### config.mk
export PLATFORM = sky130hd
export DESIGN_NAME = control_unit
export DESIGN_NICKNAME = d
export VERILOG_FILES = /design/src/rtl/control_unit.sv
export SDC_FILE = /design/constraint.sdc
export NUM_CORES = 1
export LEC_CHECK = 0
export BUFFER_PORTS_ARGS = -buffer_cell sky130_fd_sc_hd__buf_2
export CAP_MARGIN = 20
export CORE_MARGIN = 1.5
export CORE_UTILIZATION = 30
export CTS_CLUSTER_SIZE = 16
export DETAILED_ROUTE_END_ITERATION = 7
export MAX_ROUTING_LAYER = met4
export PLACE_DENSITY = 0.74
export SYNTH_ARGS = -nofsm -noshare
export SYNTH_HDL_FRONTEND = slang
export SYNTH_SLANG_ARGS = --single-unit
### constraint.sdc
create_clock -name clk -period 7.1 [get_ports clk]
set_clock_uncertainty 0.1 [all_clocks]
set_input_delay 1.42 -clock clk [delete_from_list [all_inputs] [get_ports clk]]
set_output_delay 1.42 -clock clk [all_outputs]
set_load 0.01 [all_outputs]
### src/rtl/control_unit.sv
// rtl/control_unit.sv - MIPS-subset instruction decoder with sticky illegal-instruction flag
module control_unit (
    input  logic        clk,
    input  logic        rst_n,
    input  logic [31:0] instruction,
    output logic        reg_write,
    output logic [1:0]  alu_src,
    output logic [2:0]  alu_op,
    output logic [4:0]  addr_a,
    output logic [4:0]  addr_b,
    output logic [4:0]  addr_in,
    output logic [4:0]  shamt,
    output logic [15:0] imm16,
    output logic [25:0] addr26,
    output logic        is_jump,
    output logic        is_branch,
    output logic        mem_read,
    output logic        mem_write,
    output logic        illegal,
    output logic        illegal_seen
);

    localparam logic [1:0] SRC_REG_B   = 2'd0;
    localparam logic [1:0] SRC_SEXT_16 = 2'd1;
    localparam logic [1:0] SRC_ZEXT_16 = 2'd2;

    localparam logic [2:0] ALU_ADD = 3'd0;
    localparam logic [2:0] ALU_SUB = 3'd1;
    localparam logic [2:0] ALU_AND = 3'd2;
    localparam logic [2:0] ALU_OR  = 3'd3;
    localparam logic [2:0] ALU_NOR = 3'd4;
    localparam logic [2:0] ALU_SLT = 3'd5;
    localparam logic [2:0] ALU_SLL = 3'd6;
    localparam logic [2:0] ALU_SRL = 3'd7;

    localparam logic [5:0] OP_RTYPE = 6'h00;
    localparam logic [5:0] OP_J     = 6'h02;
    localparam logic [5:0] OP_JAL   = 6'h03;
    localparam logic [5:0] OP_BEQ   = 6'h04;
    localparam logic [5:0] OP_BNE   = 6'h05;
    localparam logic [5:0] OP_ADDI  = 6'h08;
    localparam logic [5:0] OP_ANDI  = 6'h0C;
    localparam logic [5:0] OP_ORI   = 6'h0D;
    localparam logic [5:0] OP_LW    = 6'h23;
    localparam logic [5:0] OP_SW    = 6'h2B;

    localparam logic [5:0] FN_SLL = 6'h00;
    localparam logic [5:0] FN_SRL = 6'h02;
    localparam logic [5:0] FN_JR  = 6'h08;
    localparam logic [5:0] FN_ADD = 6'h20;
    localparam logic [5:0] FN_SUB = 6'h22;
    localparam logic [5:0] FN_AND = 6'h24;
    localparam logic [5:0] FN_OR  = 6'h25;
    localparam logic [5:0] FN_NOR = 6'h27;
    localparam logic [5:0] FN_SLT = 6'h2A;

    logic [5:0] op;
    logic [4:0] rs;
    logic [4:0] rt;
    logic [4:0] rd;
    logic [4:0] sh;
    logic [5:0] funct;

    assign op     = instruction[31:26];
    assign rs     = instruction[25:21];
    assign rt     = instruction[20:16];
    assign rd     = instruction[15:11];
    assign sh     = instruction[10:6];
    assign funct  = instruction[5:0];
    assign imm16  = instruction[15:0];
    assign addr26 = instruction[25:0];
    assign addr_b = rt;

    always_comb begin
        reg_write = 1'b0;
        alu_src   = SRC_REG_B;
        alu_op    = ALU_ADD;
        addr_a    = rs;
        addr_in   = rd;
        shamt     = 5'd0;
        is_jump   = 1'b0;
        is_branch = 1'b0;
        mem_read  = 1'b0;
        mem_write = 1'b0;
        illegal   = 1'b0;

        case (op)
            OP_RTYPE: begin
                reg_write = 1'b1;
                case (funct)
                    FN_ADD: alu_op = ALU_ADD;
                    FN_SUB: alu_op = ALU_SUB;
                    FN_AND: alu_op = ALU_AND;
                    FN_OR:  alu_op = ALU_OR;
                    FN_NOR: alu_op = ALU_NOR;
                    FN_SLT: alu_op = ALU_SLT;
                    // Shifts operate on rt, so it is routed to port A with the shift amount.
                    FN_SLL: begin
                        alu_op = ALU_SLL;
                        addr_a = rt;
                        shamt  = sh;
                    end
                    FN_SRL: begin
                        alu_op = ALU_SRL;
                        addr_a = rt;
                        shamt  = sh;
                    end
                    FN_JR: begin
                        reg_write = 1'b0;
                        is_jump   = 1'b1;
                    end
                    default: begin
                        reg_write = 1'b0;
                        illegal   = 1'b1;
                    end
                endcase
            end
            OP_ADDI: begin
                alu_src   = SRC_SEXT_16;
                addr_in   = rt;
                reg_write = 1'b1;
            end
            OP_ANDI: begin
                alu_op    = ALU_AND;
                alu_src   = SRC_ZEXT_16;
                addr_in   = rt;
                reg_write = 1'b1;
            end
            OP_ORI: begin
                alu_op    = ALU_OR;
                alu_src   = SRC_ZEXT_16;
                addr_in   = rt;
                reg_write = 1'b1;
            end
            OP_LW: begin
                alu_src   = SRC_SEXT_16;
                addr_in   = rt;
                reg_write = 1'b1;
                mem_read  = 1'b1;
            end
            OP_SW: begin
                alu_src   = SRC_SEXT_16;
                mem_write = 1'b1;
            end
            OP_BEQ, OP_BNE: begin
                alu_op    = ALU_SUB;
                is_branch = 1'b1;
            end
            OP_J: is_jump = 1'b1;
            OP_JAL: begin
                is_jump   = 1'b1;
                reg_write = 1'b1;
                addr_in   = 5'd31;
            end
            default: illegal = 1'b1;
        endcase
    end

    always_ff @(posedge clk or negedge rst_n) begin
        if (!rst_n) begin
            illegal_seen <= 1'b0;
        end else if (illegal) begin
            illegal_seen <= 1'b1;
        end
    end

endmodule

# == Word-level counts from Yosys, hierarchy flattened ==
# Index checks and enable logic that the tools add are counted.
# op_classes
n_eq_ne,17
n_mux,17
reduce_logical,12
# op_table
cell,count
== test 6 bit (second input constant),8
== test 6 x 4 -> 1 bit (second input constant),4
case mux 3 bit (7 select lines),1
two-way mux 5 bit,4
== test 6 x 2 -> 1 bit (second input constant),3
OR reduction 9 bit,2
== test 6 x 3 -> 1 bit (second input constant),2
logical NOT 6 bit,2
case mux 3 bit (4 select lines),1
case mux 5 bit (2 select lines),1
OR reduction 2 bit,4
OR reduction 8 bit,1
two-way mux 1 bit,6
case mux 1 bit (2 select lines),3
OR reduction 5 bit,1
case mux 2 bit (2 select lines),1
OR reduction 4 bit,1
OR reduction 3 bit,1
# word_totals
register_bits,1
inputBits,34
out_inout_bits,74
elab_cells,47

# == Logic depth before layout (Yosys ltp) ==
# Gate-level depths: netlist of run 1.
# depth
depth_word,4
mapped_depth,5
mapped_depth_nobuf,4

# == Worst setup path before layout of run 1 ==
# No wires, ideal clock.
# synth_timing
path_kind,input port to output port
from,input instruction[27]
to,output addr_a[0]
arrival_time_ns,3.137
t_required_ns,5.580
slack_ns,2.443
stages,5
n_path_buf,1
cell_sequence,or3_4 > or4_1 > buf_2 > nor4_4 > mux2_2
# synth_between
elab_chain_cells,2
# synth_rtl
item,line,text
"start, declared",5,"input logic [31:0] instruction,"
logical NOT 6 bit,87,case (op)
two-way mux 5 bit,87,
"end, declared",9,"output logic [4:0] addr_a,"
# No other way between the ends.

# == Final worst setup path of run 1 ==
# layout_timing
from,input instruction[27]
to,output addr_a[4]
# The elaborated chain is that of the path after synthesis.

==> flow_summary.toml, run 1 <==
[run_status]
status = "finished with violations"
failed_checks = "design-rule violations"

[global_route]
largest_net_degree_at_the_start_of_global_routing = 11
global_route.overflow_total = 0
first_global_vias = 727
global_route.usage.total_pct = 11.8
grt_first_pass_wirelength_mm = 3.21
initial_antenna_violation_count = 0

[clock_network]
count_of_buffers_added_by_post_cts_timing_repair_for_setup = 0
postCtsResizedCells = 0
clock_latency_ns = 0
cts.clk_slew.worst_paths_ns = 0
hold_fix_buffers_cts = 0

[setup_path]
internal_reg_to_reg_setup_slack_ns = 6.33
crit-reg2reg-capture = "illegal_seen$_DFFE_PN0P_"
peak_fanout_along_the_critical_path = 10
regToRegStartpoint = "illegal_seen$_DFFE_PN0P_"
worst_r2r_path_depth = 2
timing.critical_path.required_ns = 5.58
critPathLaunchType = "input port"
timing_worst_setup_path_type = "in -> out"
timing.critical_path.to_type = "output pin"
setup.worst_path.start = "instruction[27]"
critPathArrivalTime_ns = 3.60

[power_and_ir_drop]
seq_power_share_pct = 8.9
p_int_mw = 0.0319
p_per_area_nw_per_um2 = 59.6
peakVddDrop_mv = 0.0308
net_switching_power_of_the_design_mw = 0.0335
p_leak_nw = 0.638
swShare_pct = 51.2
p_clk_share_pct = 0
power.total_mw = 0.0654
power_frac_comb_pct = 91.1

[timing]
finalSetupViolCount = 0
rsz_0062_raised_after_global_routing = "no"
setup-tns-final_ns = 0
max_slew.worst_pin.slew_ns = 0.719
slew_viol_final = 0
post-route-min-period_ns = 5.12
fmax_ghz = 0.195
min_period_over_period_pct = 72.1
final_hold_viol_count = 0
timing.max_slew.rel_slack_pct = 51.5

[worst_hold_path]
startpoint_of_the_worst_hold_path = "illegal_seen$_DFFE_PN0P_"
whs_path_depth = 2
min_to = "illegal_seen$_DFFE_PN0P_"
hold_path.class = "reg -> reg"

[final_layout]
layout_top_registers = "illegal_seen x1"
insertedDiodeCount = 0
area_growth_syn_to_layout_pct = 22.5
drive_gt1_share_pct = 65.7
largest_reg_flops = 1
multiInputGateArea_sq_um = 483
filler_cell_count = 292
fin_util_pct = 39.1
final_net_count = 217
largest-register = "illegal_seen"
total_area_of_sequential_cells_sq_um = 25.0

[run]
drv_cap = 0

[floorplanning]
chipHeight_microns = 57.6
design.portCount = 108
initial_utilization_pct = 31.9
placeableCoreArea_sq_um = 2810
design.die.area_sq_um = 3320
die_w_microns = 57.6
core.rowCount = 19

[detailed_routing]
avgViaCountPerCell = 4.83
average_detailed_routed_wire_length_per_instance_microns = 11.2
ant_nets = 0
num_vias = 1025
drt_iter0_markers = 58
finalWirelength_mm = 2.38
drt_drc_violations_left = 10
count_of_tritonroute_iterations_in_the_first_routing_pass = 6

[synth]
synth_cell_types = 33
synth-warning-count = 0
synth_cells = 125
synth_sequential_area_ratio_pct = 2.79
synth_nets = 159
yosys_register_bits = 1
syn_area_per_cell_sq_um = 7.17
synth_area_sq_um = 896

[placed_design]
placement.io_buffers = 107
gp_congestion = 0.776
hpwl_mm = 1.98
==> critical path, stage by stage <==
cell,delay (ns)
sky130_fd_sc_hd__buf_2,0.14
sky130_fd_sc_hd__or3_4,0.40
sky130_fd_sc_hd__or4_1,0.54
sky130_fd_sc_hd__nor4_4,0.57
sky130_fd_sc_hd__mux2_2,0.40
sky130_fd_sc_hd__buf_2,0.14
==> layout by cell type, fill, tap and decap left out, types with 2 or more instances in the layout <==
| master | netlist | routed |
|---|---|---|
| sky130_fd_sc_hd__nor3b_1 | 2 | 2 |
| sky130_fd_sc_hd__a21oi_1 | 2 | 2 |
| sky130_fd_sc_hd__a211oi_1 | 2 | 2 |
| sky130_fd_sc_hd__o21a_1 | 2 | 2 |
| sky130_fd_sc_hd__nor2_1 | 6 | 6 |
| sky130_fd_sc_hd__mux2_2 | 5 | 5 |
| sky130_fd_sc_hd__o22a_1 | 5 | 5 |
| sky130_fd_sc_hd__inv_1 | 4 | 4 |
| sky130_fd_sc_hd__nor3_1 | 6 | 6 |
| sky130_fd_sc_hd__nand2_1 | 5 | 5 |
| sky130_fd_sc_hd__nor4_1 | 3 | 3 |
| sky130_fd_sc_hd__o21ai_0 | 3 | 3 |
| sky130_fd_sc_hd__o211ai_1 | 2 | 2 |
| sky130_fd_sc_hd__or3_1 | 2 | 2 |
| sky130_fd_sc_hd__nand2b_1 | 3 | 3 |
| sky130_fd_sc_hd__and2_2 | 5 | 5 |
| sky130_fd_sc_hd__buf_2 | 1 | 107 |
| sky130_fd_sc_hd__a21o_1 | 3 | 3 |
| sky130_fd_sc_hd__a32oi_1 | 2 | 2 |
==> per-stage QoR <==
stage / hold slack (ns) / instance area, sq um / setup slack [ns] / std cells
after floorplan: 0.417 / 896 / 2.44 / 125
after global placement: 0.386 / 1100 / 1.97 / 212
after detailed placement: 0.388 / 1100 / 1.94 / 212
after CTS: 0.391 / 1100 / 1.94 / 212
after global routing: 0.400 / 1100 / 1.85 / 212
final: 0.383 / 1100 / 1.98 / 212
==> power by group through the flow <==
stage / combinational, mW / sequential (mW) / clock (mW)
floorplan: 0.0445 / 0.00580 / 0
global placement: 0.0594 / 0.00580 / 0
detailed placement: 0.0597 / 0.00580 / 0
CTS: 0.0598 / 0.00580 / 0
global route: 0.0649 / 0.00580 / 0
finish: 0.0596 / 0.00580 / 0
==> cells by family after synthesis <==
kind of cell / after synthesis / share of synthesized area [%]
and+or+nand+nor: 40 / 27.5
muxes: 5 / 6.28
buffers and inverters: 55 / 43.3
DFF: 1 / 2.79
AOI/OAI and AO/OA: 24 / 20.1
==> routing by layer <==
metal | global-route usage, % | vias to the layer above | share of wire [%]
met5 | - | - | 0
met4 | 0 | 0 | 0
met3 | 0.223 | 0 | 9.7
met2 | 21.4 | 65 | 49
met1 | 15.6 | 451 | 42
li1 | - | 509 | -
==> cell type report <==
type	instances	share of cell area, %
flip-flops and latches	1	2.28
repair buffers	107	48.8
inverters	4	1.37
well taps	31	3.53
multi-input cells	69	44.0
==> how the worst max path moves through the flow <==
stage,end,slack [ns],depth (start not counted)
after global placement,addr_a[1],1.97,6
after detailed placement,addr_a[4],1.94,6
after floorplan,addr_a[0],2.44,5
final,addr_a[4],1.98,6
after CTS,addr_a[4],1.94,6
after global routing,addr_a[4],1.85,6
==> synth_stat cells, drive strengths merged <==
master,count,share of area [%]
a211o,1,0.98
a211oi,2,1.7
a21o,3,2.5
a21oi,2,1.1
a32o,1,1.1
a32oi,2,2.0
and2,6,4.9
and3,1,0.70
and3b,1,0.98
buf,49,41
clkbuf,2,0.84
dfrtp,1,2.8
inv,4,1.7
mux2,5,6.3
nand2,5,2.1
nand2b,3,2.1
nand3,1,0.56
nor2,6,2.5
nor2b,1,0.70
nor3,6,3.4
nor3b,2,1.7
nor4,4,4.5
o211ai,2,1.7
o21a,2,1.7
o21ai,3,1.7
o21bai,1,0.84
o22a,5,4.9
or3,3,2.7
or4,1,0.84
Note: power is estimated with default switching activity, not from simulation.
==> run 2, diff against run 1 <==
- PLACE_DENSITY: 0.74 -> 0.77
- clock period: 7.1 -> 4.4 ns (I/O delays scaled with it)
==> run 2 against run 1 <==
The run still ends with design-rule violations left. Cell area is 0.68% higher. Sequential power is 61% higher. Sequential share of layout area hardly changed. Sequential cell count stayed put. First-iteration DRC count is 3.4% lower. Global-route usage is 1.0 points higher. Via count is 0.39% lower. Cell count is 0.47% higher. Critical path depth is 1 higher. Setup slack worse by 1.4 ns. Die area stayed put. Critical endpoint is now addr_a[1]. Largest power group unchanged.
==> flow_summary.toml, run 2 (same netlist as run 1, synthesis figures left out) <==
[power_and_ir_drop]
p_clk_share_pct = 0
power.total_mw = 0.105
p_int_mw = 0.0515
net_switching_power_of_the_design_mw = 0.0538
seq_power_share_pct = 8.9
p_per_area_nw_per_um2 = 95.4
swShare_pct = 51.1
p_leak_nw = 0.644
power_frac_comb_pct = 91.1
peakVddDrop_mv = 0.0631

[setup_path]
timing.critical_path.mode_cell = "sky130_fd_sc_hd__buf_2"
critPathLaunchType = "input port"
timing.critical_path.buf_inv = 3
timing.critical_path.to_type = "output pin"
peak_fanout_along_the_critical_path = 10
cp_max_stage_cell = "sky130_fd_sc_hd__or4_1"
crit-reg2reg-capture = "illegal_seen$_DFFE_PN0P_"
timing_worst_setup_path_type = "in -> out"
timing.critical_path.max_delay_family = "simple AND/OR/NAND/NOR gates"
worst_r2r_path_depth = 2
max_stage_delay_ns = 0.53
timing.critical_path.required_ns = 3.42
critPathArrivalTime_ns = 2.86
regToRegStartpoint = "illegal_seen$_DFFE_PN0P_"
path_cells = "buf_2 -> or3_4 -> or4_1 -> nor4_4 -> buf_4 -> mux2_2 -> buf_2"
internal_reg_to_reg_setup_slack_ns = 3.61

[run_status]
failed_checks = "design-rule violations"
status = "finished with violations"

[final_layout]
most-common-layout-cells = "107 x sky130_fd_sc_hd__buf_2, 6 x sky130_fd_sc_hd__nor3_1, 6 x sky130_fd_sc_hd__nor2_1"
fin_area_sq_um = 1100
area_growth_syn_to_layout_pct = 23.3
mostFrequentLayoutCell = "sky130_fd_sc_hd__buf_2"
layout_top_registers = "illegal_seen x1"
drive_gt1_share_pct = 65.9
largest_reg_flops = 1
fin_cells = 213
fin_util_pct = 39.4
final_net_count = 218
largest-register = "illegal_seen"
insertedDiodeCount = 0

[timing]
min_period_over_period_pct = 87.3
fmax_ghz = 0.260
worst_slack_ns = 0.559
max_slew.worst_pin.slew_ns = 0.646
rsz_0062_raised_after_global_routing = "no"
timing.max_slew.rel_slack_pct = 56.5
finalSetupViolCount = 0
final_hold_viol_count = 0
slew_viol_final = 0
setup-tns-final_ns = 0
hold_slack_ns = 0.407
post-route-min-period_ns = 3.84

[worst_hold_path]
min_to = "illegal_seen$_DFFE_PN0P_"
startpoint_of_the_worst_hold_path = "illegal_seen$_DFFE_PN0P_"
hold_path.class = "reg -> reg"
whs_path_depth = 2

[floorplanning]
design.die.area_sq_um = 3320
placeableCoreArea_sq_um = 2810
core.rowCount = 19
design.portCount = 108
initial_utilization_pct = 31.9
die_w_microns = 57.6
chipHeight_microns = 57.6

[clock_network]
hold_fix_buffers_cts = 0
clock_latency_ns = 0
postCtsResizedCells = 0
count_of_buffers_added_by_post_cts_timing_repair_for_setup = 0
cts.clk_slew.worst_paths_ns = 0

[placed_design]
placement.io_buffers = 107
dpl-instance-area_sq_um = 1100
hpwl_mm = 2.01
placement.setup.worst_slack_ns = 0.543
placed_cells = 213
gp_congestion = 0.792

[detailed_routing]
num_vias = 1021
average_detailed_routed_wire_length_per_instance_microns = 11.1
drt_iter0_markers = 56
drt_drc_violations_left = 21
count_of_tritonroute_iterations_in_the_first_routing_pass = 6
finalWirelength_mm = 2.36
avgViaCountPerCell = 4.79
ant_nets = 0

[global_route]
first_global_vias = 790
global_route.usage.total_pct = 12.8
grt_first_pass_wirelength_mm = 3.46
global_route.overflow_total = 0
largest_net_degree_at_the_start_of_global_routing = 11
initial_antenna_violation_count = 0

[run]
drv_cap = 0
[run 2: layout make-up]
class,count,area [sq um]
Timing Repair Buffer,108,543
Fill cell,305,1700
Inverter,4,15.0
Sequential cell,1,25.0
Tap cell,31,38.8
Multi-Input combinational cell,69,483
[run 2: power groups by stage]
| stage | clock (mW) | sequential [mW] | combinational, mW |
|---|---|---|---|
| final | 0 | 0.00936 | 0.0960 |
| after floorplan | 0 | 0.00937 | 0.0718 |
| after global placement | 0 | 0.00937 | 0.0954 |
| after detailed placement | 0 | 0.00936 | 0.0961 |
| after CTS | 0 | 0.00936 | 0.0964 |
| after global routing | 0 | 0.00936 | 0.104 |
[run 2: how the worst max path moves through the flow]
| stage | from | end | slack (ns) | depth (start not counted) |
|---|---|---|---|---|
| 6_report | instruction[27] | addr_a[1] | 0.56 | 7 |
| 5_1_grt | instruction[27] | addr_a[0] | 0.42 | 7 |
| 4_1_cts | instruction[27] | addr_a[4] | 0.54 | 7 |
| 3_5_place_dp | instruction[27] | addr_a[4] | 0.54 | 7 |
| 3_3_place_gp | instruction[27] | addr_a[3] | 0.57 | 7 |
| 2_1_floorplan | instruction[27] | addr_a[0] | 0.82 | 5 |
[run 2: metal layers]
metal	part of all wire [%]	wire, microns	up-vias	global-route usage, %
met5	0	0	-	-
met4	0	0	0	0
met3	9.0	213	0	0
met2	49	1170	66	23.5
met1	41	980	443	16.9
li1	-	-	512	-
[run 2: worst register-to-register path: stages (launching register included)]
cell and delay (ns):
sky130_fd_sc_hd__dfrtp_1 0.36, sky130_fd_sc_hd__nor2_1 0.09, sky130_fd_sc_hd__o211ai_1 0.09
==> run 3, diff against run 2 <==
- PLACE_DENSITY: 0.77 -> 0.74
- clock period: 4.4 -> 4.92 ns (I/O delays scaled with it)
==> run 3 against run 2 <==
The run still ends with design-rule violations left. Sequential share of layout area about the same. Via count down 1.8%. Setup slack better by 0.10 ns. Register-to-register slack better by 0.54 ns. Routed wire length up 0.72%. Die area unchanged. Sequential power down 11%. Hold slack worse by 0.015 ns. Global-route usage down 0.61 points. Cell count down 0.47%. Utilization down 0.27 points.
==> flow_summary.toml, run 3 (same netlist as run 1, synthesis figures left out) <==
[clock_network]
clock_latency_ns = 0
count_of_buffers_added_by_post_cts_timing_repair_for_setup = 0
postCtsResizedCells = 0
cts.clk_slew.worst_paths_ns = 0
hold_fix_buffers_cts = 0

[placed_design]
hpwl_mm = 1.97
placed_cells = 212
gp_congestion = 0.776
placement.io_buffers = 107
dpl-instance-area_sq_um = 1100

[run_status]
failed_checks = "design-rule violations"
status = "finished with violations"

[final_layout]
drive_gt1_share_pct = 65.7
area_growth_syn_to_layout_pct = 22.5
fin_cells = 212
largest-register = "illegal_seen"
largest_reg_flops = 1
fin_util_pct = 39.1
fin_area_sq_um = 1100
final_net_count = 217
mostFrequentLayoutCell = "sky130_fd_sc_hd__buf_2"
most-common-layout-cells = "107 x sky130_fd_sc_hd__buf_2, 6 x sky130_fd_sc_hd__nor3_1, 6 x sky130_fd_sc_hd__nor2_1"
insertedDiodeCount = 0
layout_top_registers = "illegal_seen x1"
filler_cell_count = 303

[setup_path]
critPathLaunchType = "input port"
timing_worst_setup_path_type = "in -> out"
timing.critical_path.to_type = "output pin"
internal_reg_to_reg_setup_slack_ns = 4.15
peak_fanout_along_the_critical_path = 10
critPathArrivalTime_ns = 3.17
timing.critical_path.required_ns = 3.84

[global_route]
grt_first_pass_wirelength_mm = 3.31
initial_antenna_violation_count = 0
largest_net_degree_at_the_start_of_global_routing = 11
first_global_vias = 735
global_route.overflow_total = 0
global_route.usage.total_pct = 12.2

[power_and_ir_drop]
p_leak_nw = 0.638
p_per_area_nw_per_um2 = 85.8
peakVddDrop_mv = 0.0437
power.total_mw = 0.0942

[detailed_routing]
drt_drc_violations_left = 10
num_vias = 1003
ant_nets = 0
finalWirelength_mm = 2.38
average_detailed_routed_wire_length_per_instance_microns = 11.2
avgViaCountPerCell = 4.73
count_of_tritonroute_iterations_in_the_first_routing_pass = 7
drt_iter0_markers = 38

[floorplanning]
die_w_microns = 57.6
initial_utilization_pct = 31.9
design.portCount = 108
chipHeight_microns = 57.6
core.rowCount = 19
placeableCoreArea_sq_um = 2810
design.die.area_sq_um = 3320

[worst_hold_path]
hold_path.class = "reg -> reg"

[timing]
timing.max_slew.rel_slack_pct = 53.4
slew_viol_final = 0
min_period_over_period_pct = 86.5
post-route-min-period_ns = 4.26
setup-tns-final_ns = 0
max_slew.worst_pin.slew_ns = 0.692
finalSetupViolCount = 0
rsz_0062_raised_after_global_routing = "no"
final_hold_viol_count = 0
fmax_ghz = 0.235

[run]
drv_cap = 0
==> run 3: per-stage QoR <==
step,hold WS [ns],setup slack (ns)
floorplan,0.417,1.13
global placement,0.386,0.661
detailed placement,0.398,0.643
CTS,0.400,0.643
global route,0.410,0.530
finish,0.392,0.664
==> run 3: worst max-delay path, cell delays in order <==
cell and delay, ns:
sky130_fd_sc_hd__buf_2 0.14, sky130_fd_sc_hd__or3_4 0.40, sky130_fd_sc_hd__or4_1 0.54, sky130_fd_sc_hd__nor4_4 0.57, sky130_fd_sc_hd__mux2_2 0.39, sky130_fd_sc_hd__buf_2 0.14
==> run 3: where the power goes <==
part / total (mW) / switching (mW) / internal, mW
sequential: 0.00837 / 0 / 0.00837
clock: 0 / 0 / 0
combinational: 0.0858 / 0.0482 / 0.0377
total: 0.0942 / 0.0482 / 0.0460
==> run 3: final timing paths <==
| kind | startpoint | end | cells past startpoint |
|---|---|---|---|
| setup reg to reg | illegal_seen$_DFFE_PN0P_ | illegal_seen$_DFFE_PN0P_ | 2 |
| hold / removal | illegal_seen$_DFFE_PN0P_ | illegal_seen$_DFFE_PN0P_ | 2 |
| min in group asynchronous | rst_n | illegal_seen$_DFFE_PN0P_ | 1 |
| setup / recovery | instruction[27] | addr_a[3] | 6 |
| hold reg to reg | illegal_seen$_DFFE_PN0P_ | illegal_seen$_DFFE_PN0P_ | 2 |
| max in group asynchronous | rst_n | illegal_seen$_DFFE_PN0P_ | 1 |
==> run 3: cell type report <==
| class | instances | area (sq um) | share of cell area (%) |
|---|---|---|---|
| repair buffers | 107 | 536 | 48.8 |
| flip-flops and latches | 1 | 25.0 | 2.28 |
| well taps | 31 | 38.8 | 3.53 |
| inverters | 4 | 15.0 | 1.37 |
| multi-input cells | 69 | 483 | 44.0 |
==> run 3: routing by layer <==
metal  GRT usage [%]  part of all wire [%]  up-vias
li1                -                     -      510
met1            16.2                    42      427
met2            22.1                    48       66
met3           0.223                    10        0
met4               0                     0        0
met5               -                     0        -
